[config.mk]
export PLATFORM = sky130hd
export DESIGN_NAME = free_list
export DESIGN_NICKNAME = d
export VERILOG_FILES = /design/src/rtl/panda_pkg.sv /design/src/rtl/free_list.sv
export SDC_FILE = /design/constraint.sdc
export NUM_CORES = 1
export LEC_CHECK = 0
export ABC_AREA = 0
export CAP_MARGIN = 0
export CORE_ASPECT_RATIO = 1.5
export CORE_MARGIN = 1.5
export CORE_UTILIZATION = 35
export CTS_CLUSTER_SIZE = 12
export DETAILED_ROUTE_END_ITERATION = 12
export GPL_ROUTABILITY_DRIVEN = 0
export REMOVE_ABC_BUFFERS = 1
export SKIP_LAST_GASP = 1
export SYNTH_ARGS = -nofsm -noshare
export SYNTH_HDL_FRONTEND = slang
export SYNTH_SLANG_ARGS = --single-unit
[constraint.sdc]
create_clock -name clock -period 14.8 [get_ports clock]
set_clock_uncertainty 0.2 [all_clocks]
set_input_delay 2.22 -clock clock [delete_from_list [all_inputs] [get_ports clock]]
set_output_delay 2.22 -clock clock [all_outputs]
set_load 0.005 [all_outputs]
[src/rtl/panda_pkg.sv]
// Constants shared by the free list, the ROB and the map table.
package panda_pkg;

    localparam int                  PR_TAG_W      = 7;
    localparam logic [PR_TAG_W-1:0] TAG_INVALID   = 7'h7f;
    localparam int                  FL_DEPTH      = 64;
    localparam int                  NUM_ARCH_REGS = 32;

    // Per-cycle lane counts are 0..2; an encoded 3 behaves as 2.
    function automatic logic [1:0] clamp2(input logic [1:0] n);
        return (n == 2'd3) ? 2'd2 : n;
    endfunction

endpackage

[src/rtl/free_list.sv]
// Physical-tag free list: circular FIFO handing out up to two tags per cycle
// and accepting up to two retired tags per cycle, with a sticky misuse flag.
module free_list #(
    parameter int FL_DEPTH      = panda_pkg::FL_DEPTH,
    parameter int PR_FIRST_FREE = panda_pkg::NUM_ARCH_REGS
) (
    input  logic                           clock,
    input  logic                           reset,
    input  logic [1:0]                     id_dispatch_num,
    input  logic [1:0]                     rob_retire_num,
    input  logic [panda_pkg::PR_TAG_W-1:0] rob_retire_tag_a,
    input  logic [panda_pkg::PR_TAG_W-1:0] rob_retire_tag_b,
    output logic [panda_pkg::PR_TAG_W-1:0] fl_pr0,
    output logic [panda_pkg::PR_TAG_W-1:0] fl_pr1,
    output logic [1:0]                     fl_cap,
    output logic                           fl_error
);
    import panda_pkg::PR_TAG_W;
    import panda_pkg::TAG_INVALID;
    import panda_pkg::clamp2;

    localparam int PTR_W = $clog2(FL_DEPTH);
    localparam int CNT_W = $clog2(FL_DEPTH + 1);

    logic [PR_TAG_W-1:0] entry_q [FL_DEPTH];
    logic [PTR_W-1:0]    head_q, head_d, tail_q, tail_d, head_p1;
    logic [PTR_W-1:0]    wr_ptr_a, wr_ptr_b;
    logic [CNT_W-1:0]    count_q, count_d, cnt_after, room;
    logic                fl_error_q, fl_error_d;
    logic [1:0]          disp_num, ret_num, alloc, nfree;
    logic                over_alloc, over_free;
    logic                a_req, b_req, wr_a, wr_b;

    assign head_p1 = head_q + PTR_W'(1);
    assign fl_cap  = (count_q == '0)         ? 2'd0 :
                     (count_q == CNT_W'(1))  ? 2'd1 : 2'd2;
    assign fl_pr0  = (count_q == '0)         ? TAG_INVALID : entry_q[head_q];
    assign fl_pr1  = (count_q < CNT_W'(2))   ? TAG_INVALID : entry_q[head_p1];
    assign fl_error = fl_error_q;

    always_comb begin
        disp_num   = clamp2(id_dispatch_num);
        ret_num    = clamp2(rob_retire_num);
        over_alloc = (disp_num > fl_cap);
        alloc      = over_alloc ? fl_cap : disp_num;

        // Room is measured after this cycle's allocation, so a full list can
        // still absorb a retire in the same cycle it hands a tag out.
        cnt_after  = count_q - CNT_W'(alloc);
        room       = CNT_W'(FL_DEPTH) - cnt_after;

        a_req      = (ret_num >= 2'd1) && (rob_retire_tag_a != TAG_INVALID);
        b_req      = (ret_num == 2'd2) && (rob_retire_tag_b != TAG_INVALID);
        wr_a       = a_req && (room != '0);
        wr_b       = b_req && (room > CNT_W'(wr_a));
        over_free  = (a_req && !wr_a) || (b_req && !wr_b);

        // An invalid slot-a tag lets tag b take the tail slot directly.
        wr_ptr_a   = tail_q;
        wr_ptr_b   = tail_q + PTR_W'(wr_a);
        nfree      = {1'b0, wr_a} + {1'b0, wr_b};

        head_d     = head_q + PTR_W'(alloc);
        tail_d     = tail_q + PTR_W'(nfree);
        count_d    = cnt_after + CNT_W'(nfree);
        fl_error_d = fl_error_q | over_alloc | over_free;
    end

    always_ff @(posedge clock or negedge reset) begin
        if (!reset) begin
            head_q     <= '0;
            tail_q     <= '0;
            count_q    <= CNT_W'(FL_DEPTH);
            fl_error_q <= 1'b0;
        end else begin
            head_q     <= head_d;
            tail_q     <= tail_d;
            count_q    <= count_d;
            fl_error_q <= fl_error_d;
        end
    end

    for (genvar gi = 0; gi < FL_DEPTH; gi++) begin : g_entry
        always_ff @(posedge clock or negedge reset) begin
            if (!reset) begin
                entry_q[gi] <= PR_TAG_W'(PR_FIRST_FREE + gi);
            end else if (wr_a && (wr_ptr_a == PTR_W'(gi))) begin
                entry_q[gi] <= rob_retire_tag_a;
            end else if (wr_b && (wr_ptr_b == PTR_W'(gi))) begin
                entry_q[gi] <= rob_retire_tag_b;
            end
        end
    end

endmodule

=== After elaboration in Yosys (flattened, before gate mapping) ===
Index checks and enable logic that the tools add are counted.

* Output and inout bits: 17
* Logic and storage cells: 564
* Input bits: 20
* Register bits after elaboration: 468

* Reduce and logical (&&, ||, !) cells: 205
* Equality and inequality tests: 132
* Muxes and demuxes: 141
* Add/subtract/negate cells: 8
* Order comparisons: 6
* Bitwise logic cells: 4

{| class="wikitable"
|+ Operators by type and width
! cell !! number
|-
| 7-bit 2-to-1 mux || 134
|-
| 6-bit == test, second input constant || 64
|-
| 6-bit by 5-bit == test with 1-bit output, second input constant || 32
|-
| 1-bit logical AND || 134
|-
| 2-bit nonzero test || 64
|-
| 6-bit by 4-bit == test with 1-bit output, second input constant || 16
|-
| 7-bit binary-select mux with 6-bit select || 2
|-
| 6-bit by 3-bit == test with 1-bit output, second input constant || 8
|-
| 6-bit by 2-bit == test with 1-bit output, second input constant || 4
|-
| 7-bit >= comparator, second input constant || 2
|-
| 7-bit inequality test, second input constant || 2
|-
| 6-bit inverter with 7-bit output || 2
|-
| 6-bit by 2-bit adder with 6-bit output || 2
|-
| 6-bit by 1-bit == test with 1-bit output, second input constant || 2
|-
| 6-bit logical NOT || 2
|-
| 2-bit 2-to-1 mux || 5
|-
| 7-bit by 2-bit adder with 7-bit output || 1
|-
| 7-bit by 1-bit == test with 1-bit output, second input constant || 1
|-
| 7-bit by 1-bit > comparator with 1-bit output || 1
|-
| 7-bit logical NOT || 1
|-
| 7-bit by 2-bit less-than comparator with 1-bit output, second input constant || 1
|-
| 7-bit nonzero test || 1
|-
| 7-bit by 2-bit subtractor with 7-bit output || 1
|-
| 7-bit subtractor, first input constant || 1
|-
| 9 further kinds || 13
|}

=== Depth between registers and ports, before layout ===
* Depth after elaboration: 15
* Mapped depth: 34
* Mapped depth without buffers: 30

=== Least setup slack after synthesis ===
OpenSTA, ideal clock, no wires.

* Kind: input to register
* From: input port id_dispatch_num[1]
* To: register count_q[6]
* Cell stages on the path: 26
* Path buffers: 3
* Arrival time: 7759 ps
* Slack: 6758 ps
* Setup time: 83 ps
* Required time: 14517 ps
* Path through: clkbuf_1 -> ha_1 -> a21oi_1 -> a21oi_1 -> nand2_1 -> o21ai_0 -> ha_1 -> inv_1 -> fa_1 -> or3_1 -> or3_4 -> a2111oi_4 -> buf_2 -> or2_2 -> nor2_1 -> ha_1 -> o21bai_1 -> o41ai_2 -> buf_2 -> a31oi_1 -> ha_1 -> ha_1 -> fa_1 -> nand2_1 -> nor3_1 -> xnor2_1

* Cells in the longest elaborated chain, start to end: 12

{| class="wikitable"
|+ Ends and longest elaborated chain
! item !! line !! RTL
|-
| start, declared || free_list.sv:9 || <nowiki>input logic [1:0] id_dispatch_num,</nowiki>
|-
| 2-bit == test || panda_pkg.sv:11 || <nowiki>return (n == 2'd3) ? 2'd2 : n;</nowiki>
|-
| 2-bit 2-to-1 mux * || panda_pkg.sv:11 ||
|-
| 2-bit > comparator || free_list.sv:44 || <nowiki>over_alloc = (disp_num > fl_cap);</nowiki>
|-
| 2-bit 2-to-1 mux * || free_list.sv:45 || <nowiki>alloc = over_alloc ? fl_cap : disp_num;</nowiki>
|-
| 7-bit by 2-bit subtractor with 7-bit output * || free_list.sv:49 || <nowiki>cnt_after = count_q - CNT_W'(alloc);</nowiki>
|-
| 7-bit subtractor || free_list.sv:50 || <nowiki>room = CNT_W'(FL_DEPTH) - cnt_after;</nowiki>
|-
| 7-bit nonzero test || free_list.sv:54 || <nowiki>wr_a = a_req && (room != '0);</nowiki>
|-
| 1-bit logical AND || free_list.sv:54 ||
|-
| 7-bit by 1-bit > comparator with 1-bit output || free_list.sv:55 || <nowiki>wr_b = b_req && (room > CNT_W'(wr_a));</nowiki>
|-
| 1-bit logical AND || free_list.sv:55 ||
|-
| 1-bit by 1-bit adder with 2-bit output || free_list.sv:61 || <nowiki>nfree = {1'b0, wr_a} + {1'b0, wr_b};</nowiki>
|-
| 7-bit by 2-bit adder with 7-bit output * || free_list.sv:65 || <nowiki>count_d = cnt_after + CNT_W'(nfree);</nowiki>
|-
| named net count_d[6] || free_list.sv:28 || <nowiki>logic [CNT_W-1:0] count_q, count_d, cnt_after, room;</nowiki>
|-
| end signal, assigned || free_list.sv:73 || <nowiki>count_q <= CNT_W'(FL_DEPTH);</nowiki>
|-
| end signal, assigned || free_list.sv:78 || <nowiki>count_q <= count_d;</nowiki>
|-
| end, declared || free_list.sv:28 ||
|}

Mark *: on every way through the listed nets, which the timed path passes. The rest lies on a longest branch.
A chain may end at the register's enable or synchronous reset.

=== Worst setup path after layout ===
* From: input port id_dispatch_num[1]
* To: register entry_q[272] in the netlist's numbering

* Cells in the longest elaborated chain, start to end: 12
* Elaborated cells between the ends (all ways): 16
* Classes of those cells: add/sub: 3; order compare: 2; eq/ne: 2; mux: 3; reduce/logical: 6

{| class="wikitable"
|+ Ends and longest elaborated chain
! item !! line !! RTL
|-
| 2-bit == test || panda_pkg.sv:11 ||
|-
| 2-bit 2-to-1 mux * || panda_pkg.sv:11 ||
|-
| 2-bit > comparator || free_list.sv:44 ||
|-
| 2-bit 2-to-1 mux * || free_list.sv:45 ||
|-
| 7-bit by 2-bit subtractor with 7-bit output * || free_list.sv:49 ||
|-
| 7-bit subtractor * || free_list.sv:50 ||
|-
| 7-bit nonzero test || free_list.sv:54 ||
|-
| 1-bit logical AND || free_list.sv:54 ||
|-
| 6-bit by 1-bit adder with 6-bit output or 7-bit by 1-bit > comparator with 1-bit output (tied branches) || free_list.sv:60, free_list.sv:55 ||
|-
| 6-bit by 5-bit == test with 1-bit output or 1-bit logical AND (tied branches) || free_list.sv:89, free_list.sv:55 ||
|-
| 1-bit logical AND || free_list.sv:89 || <nowiki>end else if (wr_b && (wr_ptr_b == PTR_W'(gi))) begin</nowiki>
|-
| 2-bit nonzero test (no line) || -- ||
|-
| end signal, assigned by index || free_list.sv:86 || <nowiki>entry_q[gi] <= PR_TAG_W'(PR_FIRST_FREE + gi);</nowiki>
|-
| end signal, assigned by index || free_list.sv:88 || <nowiki>entry_q[gi] <= rob_retire_tag_a;</nowiki>
|-
| end signal, assigned by index || free_list.sv:90 || <nowiki>entry_q[gi] <= rob_retire_tag_b;</nowiki>
|-
| end, declared || free_list.sv:25 || <nowiki>logic [PR_TAG_W-1:0] entry_q [FL_DEPTH];</nowiki>
|}

Mark *: on every way between the ends. The rest lies on a longest branch, timed or not.

==> metrics.txt <==
status=complete, but fails checks; violated checks=design-rule violations; number of buffers inserted by port buffering=36; DRT Wirelength=131000 µm; Net Sw Frac=47.6%; Setup TNS Final=0 ns; share of the clock period used by the worst path=63.4%; xor and xnor area share after synthesis=0.665%; H-tree depth reported by CTS=2; Avg Inst Size Synth=9.55 µm²; length of the first detailed-routing pass in iterations=12; share of layout cells above drive strength 1=23.6%; Die W=248 µm; Syn. warnings=0; Final Max Tran Viols=0; post-route ant nets=0; net switching power figure=4.46 mW; commonest cells after routing, fill and taps aside=sky130_fd_sc_hd__o21ai_0, sky130_fd_sc_hd__nor2_1, sky130_fd_sc_hd__nand3_1; layout overhead on the synthesized area=7.48%; half-perimeter wire length after placement=79800 µm; final core utilization=37.9%; maximum clock frequency=0.107 GHz; Combinational Power Share=58.6%; multiplexer area fraction after synthesis=20.2%; DRC violation total after the first TritonRoute iteration=3633; Layout Nets=3073; data arrival time of the critical path=9.71 ns; leakage power=11.7 nW; ratio of total power to cell area=278 mW/mm²; total clock sinks=468; # placed instances=4138; number of synthesized register bits=468; number of buffers on the longest clock path=3; sort of element at the end of the critical path=flip-flop; number of global-route vias before repair=27500; count of final hold-check violations=0; worst vdd rail ir drop=0.228 mV; die area=0.0917 mm²; worst skew pair latency=0.63 ns; predominant post-synthesis flop cell=sky130_fd_sc_hd__dfrtp_1; root buffer cell=sky130_fd_sc_hd__clkbuf_16; CTS resizes=0; grt total ovfl=0; Simple-Gate Fraction of Synth Area=14.0%; number of cell rows=134; post-synthesis compound-gate area fraction=20.4%; first-pass GRT wire length=194000 µm; Mapped Area=0.0314 mm²; number of antenna repair diodes=0; all-layer global routing usage=28.5%; internal power component=4.92 mW; number of buffers created by CTS=48; number of buffers inserted to repair setup after CTS=0; count of boundary I/O pins=37; worst setup path class=in -> reg; portion of the post-synthesis area used by sequential elements=38.2%; DRC violation count after routing=4; Slew headroom=5.64%; max-cap viol count=0; number of buffers inserted for hold repair after clock tree synthesis=0; combinational family with the most area after synthesis=compound AO/OA/AOI/OAI gates; Hold Slack=0.295 ns; Critical Path Fanout Max=33; unrepaired setup endpoints after global routing=no; height of the die=370 µm; number of standard cells in the final layout excluding fillers=4227; pin count of the biggest net entering global routing=225; type of the worst min-delay path=reg -> reg; Async SR Flop Fraction=100%; area of the core region=0.0890 mm²; antenna violations before repair=3; EDFF count, synth=0; Via-to-Cell Ratio=6.81; Post-Synth Adder-Cell Area=0.931%; starting utilization of the core area=35.3%; shortest clock period the worst path allows after layout=9.38 ns; TritonCTS clock tree=built; required time of the critical path=15.14 ns; nature of the critical path startpoint=input pin; average wire per standard cell=31.0 µm; clock-pin slew on the worst setup and hold paths=0.06 ns; setup-violating endpoint count in the final report=0; power share of the clock group=13.1%; post-synth cell types=57; Mapped Cells=3290; detailed-route via count=28800; actual slew at the worst max-slew pin=1.42 ns; proportion of power drawn by flip-flops and latches=28.3%; most common cell after layout, fill and taps aside=sky130_fd_sc_hd__o21ai_0
## layer usage
metal,global-route usage [%],wire [µm],up-vias
met2,45.2,61100,1905
met1,34.8,45600,14400
li1,-,-,12000
met5,0,23,-
met3,4.56,12100,431
met4,21.5,12100,4
## logic make-up after synthesis
group,after synthesis
AND/OR/NAND/NOR,966
adder cells (fa/ha/maj),21
flip-flops,468
XOR/XNOR,23
AO/OA/AOI/OAI,1073
buffers and inverters,436
multiplexers,303
## power groups by stage
stage	registers (mW)	logic, mW	clock network (mW)
after floorplan	2.60	3.42	0
after global placement	2.63	5.26	0
after detailed placement	2.65	5.30	0
after CTS	2.63	5.32	1.23
after global routing	2.73	5.70	1.28
final	2.65	5.50	1.23
## sequential cells by signal (all words and copies together) (netlist names)
name and cells:
count_q 7, entry_q 448, fl_error 1, head_q 6
tail_q 6
## worst paths after layout
| kind | slack, ns | cells after the start | endpoint | start |
|---|---|---|---|---|
| max in group asynchronous | 10.63 | 3 | head_q[0] | reset |
| worst min register to register | 0.30 | 2 | entry_q[11] | entry_q[11] |
| worst max-delay path | 5.42 | 25 | entry_q[272] | id_dispatch_num[1] |
| worst min-delay path | 0.30 | 2 | entry_q[11] | entry_q[11] |
| min in group asynchronous | 1.45 | 1 | entry_q[175] | reset |
| worst max register to register | 6.05 | 28 | entry_q[272] | count_q[2] |
## Yosys cell counts, types with 3 or more instances
| master | number | share of area (%) |
|---|---|---|
| sky130_fd_sc_hd__fa_1 | 4 | 0.25 |
| sky130_fd_sc_hd__nand3_1 | 388 | 6.2 |
| sky130_fd_sc_hd__dfstp_2 | 225 | 19 |
| sky130_fd_sc_hd__a21o_1 | 4 | 0.096 |
| sky130_fd_sc_hd__nor4_1 | 4 | 0.080 |
| sky130_fd_sc_hd__a22oi_1 | 8 | 0.19 |
| sky130_fd_sc_hd__nor2b_1 | 9 | 0.18 |
| sky130_fd_sc_hd__nor4b_1 | 4 | 0.11 |
| sky130_fd_sc_hd__a31oi_1 | 354 | 7.0 |
| sky130_fd_sc_hd__o21bai_1 | 3 | 0.072 |
| sky130_fd_sc_hd__dfrtp_1 | 243 | 19 |
| sky130_fd_sc_hd__or2_2 | 4 | 0.080 |
| sky130_fd_sc_hd__o211ai_1 | 8 | 0.19 |
| sky130_fd_sc_hd__a21oi_1 | 12 | 0.19 |
| sky130_fd_sc_hd__a221oi_1 | 6 | 0.17 |
| sky130_fd_sc_hd__buf_2 | 97 | 1.5 |
| sky130_fd_sc_hd__a32oi_1 | 98 | 2.7 |
| sky130_fd_sc_hd__mux2i_1 | 36 | 1.1 |
| sky130_fd_sc_hd__nand4_1 | 7 | 0.14 |
| sky130_fd_sc_hd__nand2_1 | 73 | 0.87 |
| sky130_fd_sc_hd__and2_1 | 3 | 0.060 |
| sky130_fd_sc_hd__nor2_1 | 411 | 4.9 |
| sky130_fd_sc_hd__nor3_2 | 14 | 0.45 |
| sky130_fd_sc_hd__or3_1 | 3 | 0.060 |
| sky130_fd_sc_hd__xnor2_1 | 12 | 0.33 |
| sky130_fd_sc_hd__a311o_1 | 8 | 0.25 |
| sky130_fd_sc_hd__mux4_2 | 266 | 19 |
| sky130_fd_sc_hd__xor2_1 | 10 | 0.28 |
| sky130_fd_sc_hd__nor3_1 | 22 | 0.35 |
| sky130_fd_sc_hd__ha_1 | 17 | 0.68 |
| sky130_fd_sc_hd__nand2b_1 | 14 | 0.28 |
| sky130_fd_sc_hd__inv_1 | 11 | 0.13 |
| sky130_fd_sc_hd__o21ai_1 | 33 | 0.53 |
| sky130_fd_sc_hd__clkbuf_1 | 288 | 3.4 |
| sky130_fd_sc_hd__o21ai_0 | 524 | 8.3 |
| sky130_fd_sc_hd__buf_1 | 37 | 0.44 |
## per-stage QoR
stage                     total power [mW]  worst slack, ns  area, µm²
after floorplan                       6.01             1.64      29700
after global placement                7.89             5.13      32300
after detailed placement              7.95             5.01      32300
after CTS                             9.18             5.62      33800
after global routing                  9.70             5.08      33800
final                                 9.38             5.42      33800
## worst max-delay path, cell delays in order
cell,delay (ns)
sky130_fd_sc_hd__clkdlybuf4s50_1,0.51
sky130_fd_sc_hd__nand2b_1,0.15
sky130_fd_sc_hd__ha_1,0.14
sky130_fd_sc_hd__inv_1,0.04
sky130_fd_sc_hd__a21oi_1,0.13
sky130_fd_sc_hd__a21oi_1,0.07
sky130_fd_sc_hd__o21ai_0,0.54
sky130_fd_sc_hd__ha_1,0.32
sky130_fd_sc_hd__inv_1,0.07
sky130_fd_sc_hd__fa_1,0.56
sky130_fd_sc_hd__inv_1,0.10
sky130_fd_sc_hd__ha_1,0.24
sky130_fd_sc_hd__nor4b_1,0.27
sky130_fd_sc_hd__o21a_1,0.82
sky130_fd_sc_hd__or2_2,0.25
sky130_fd_sc_hd__nor2_1,0.07
sky130_fd_sc_hd__ha_1,0.28
sky130_fd_sc_hd__ha_1,0.35
sky130_fd_sc_hd__inv_1,0.11
sky130_fd_sc_hd__o2111ai_1,0.11
sky130_fd_sc_hd__or3_2,0.79
sky130_fd_sc_hd__buf_4,0.42
sky130_fd_sc_hd__nor2_2,0.76
sky130_fd_sc_hd__nand3_1,0.16
sky130_fd_sc_hd__a31oi_1,0.21
## layout make-up
cell class	count	area, µm²
inverter	11	41.3
multi-input combinational	2386	17900
sequential	468	12000
clock inverter	7	42.5
tap	1156	1450
clock buffer	82	1440
fill	8661	55200
timing repair buffer	117	941
No activity file was read; power rests on OpenSTA's default activity.
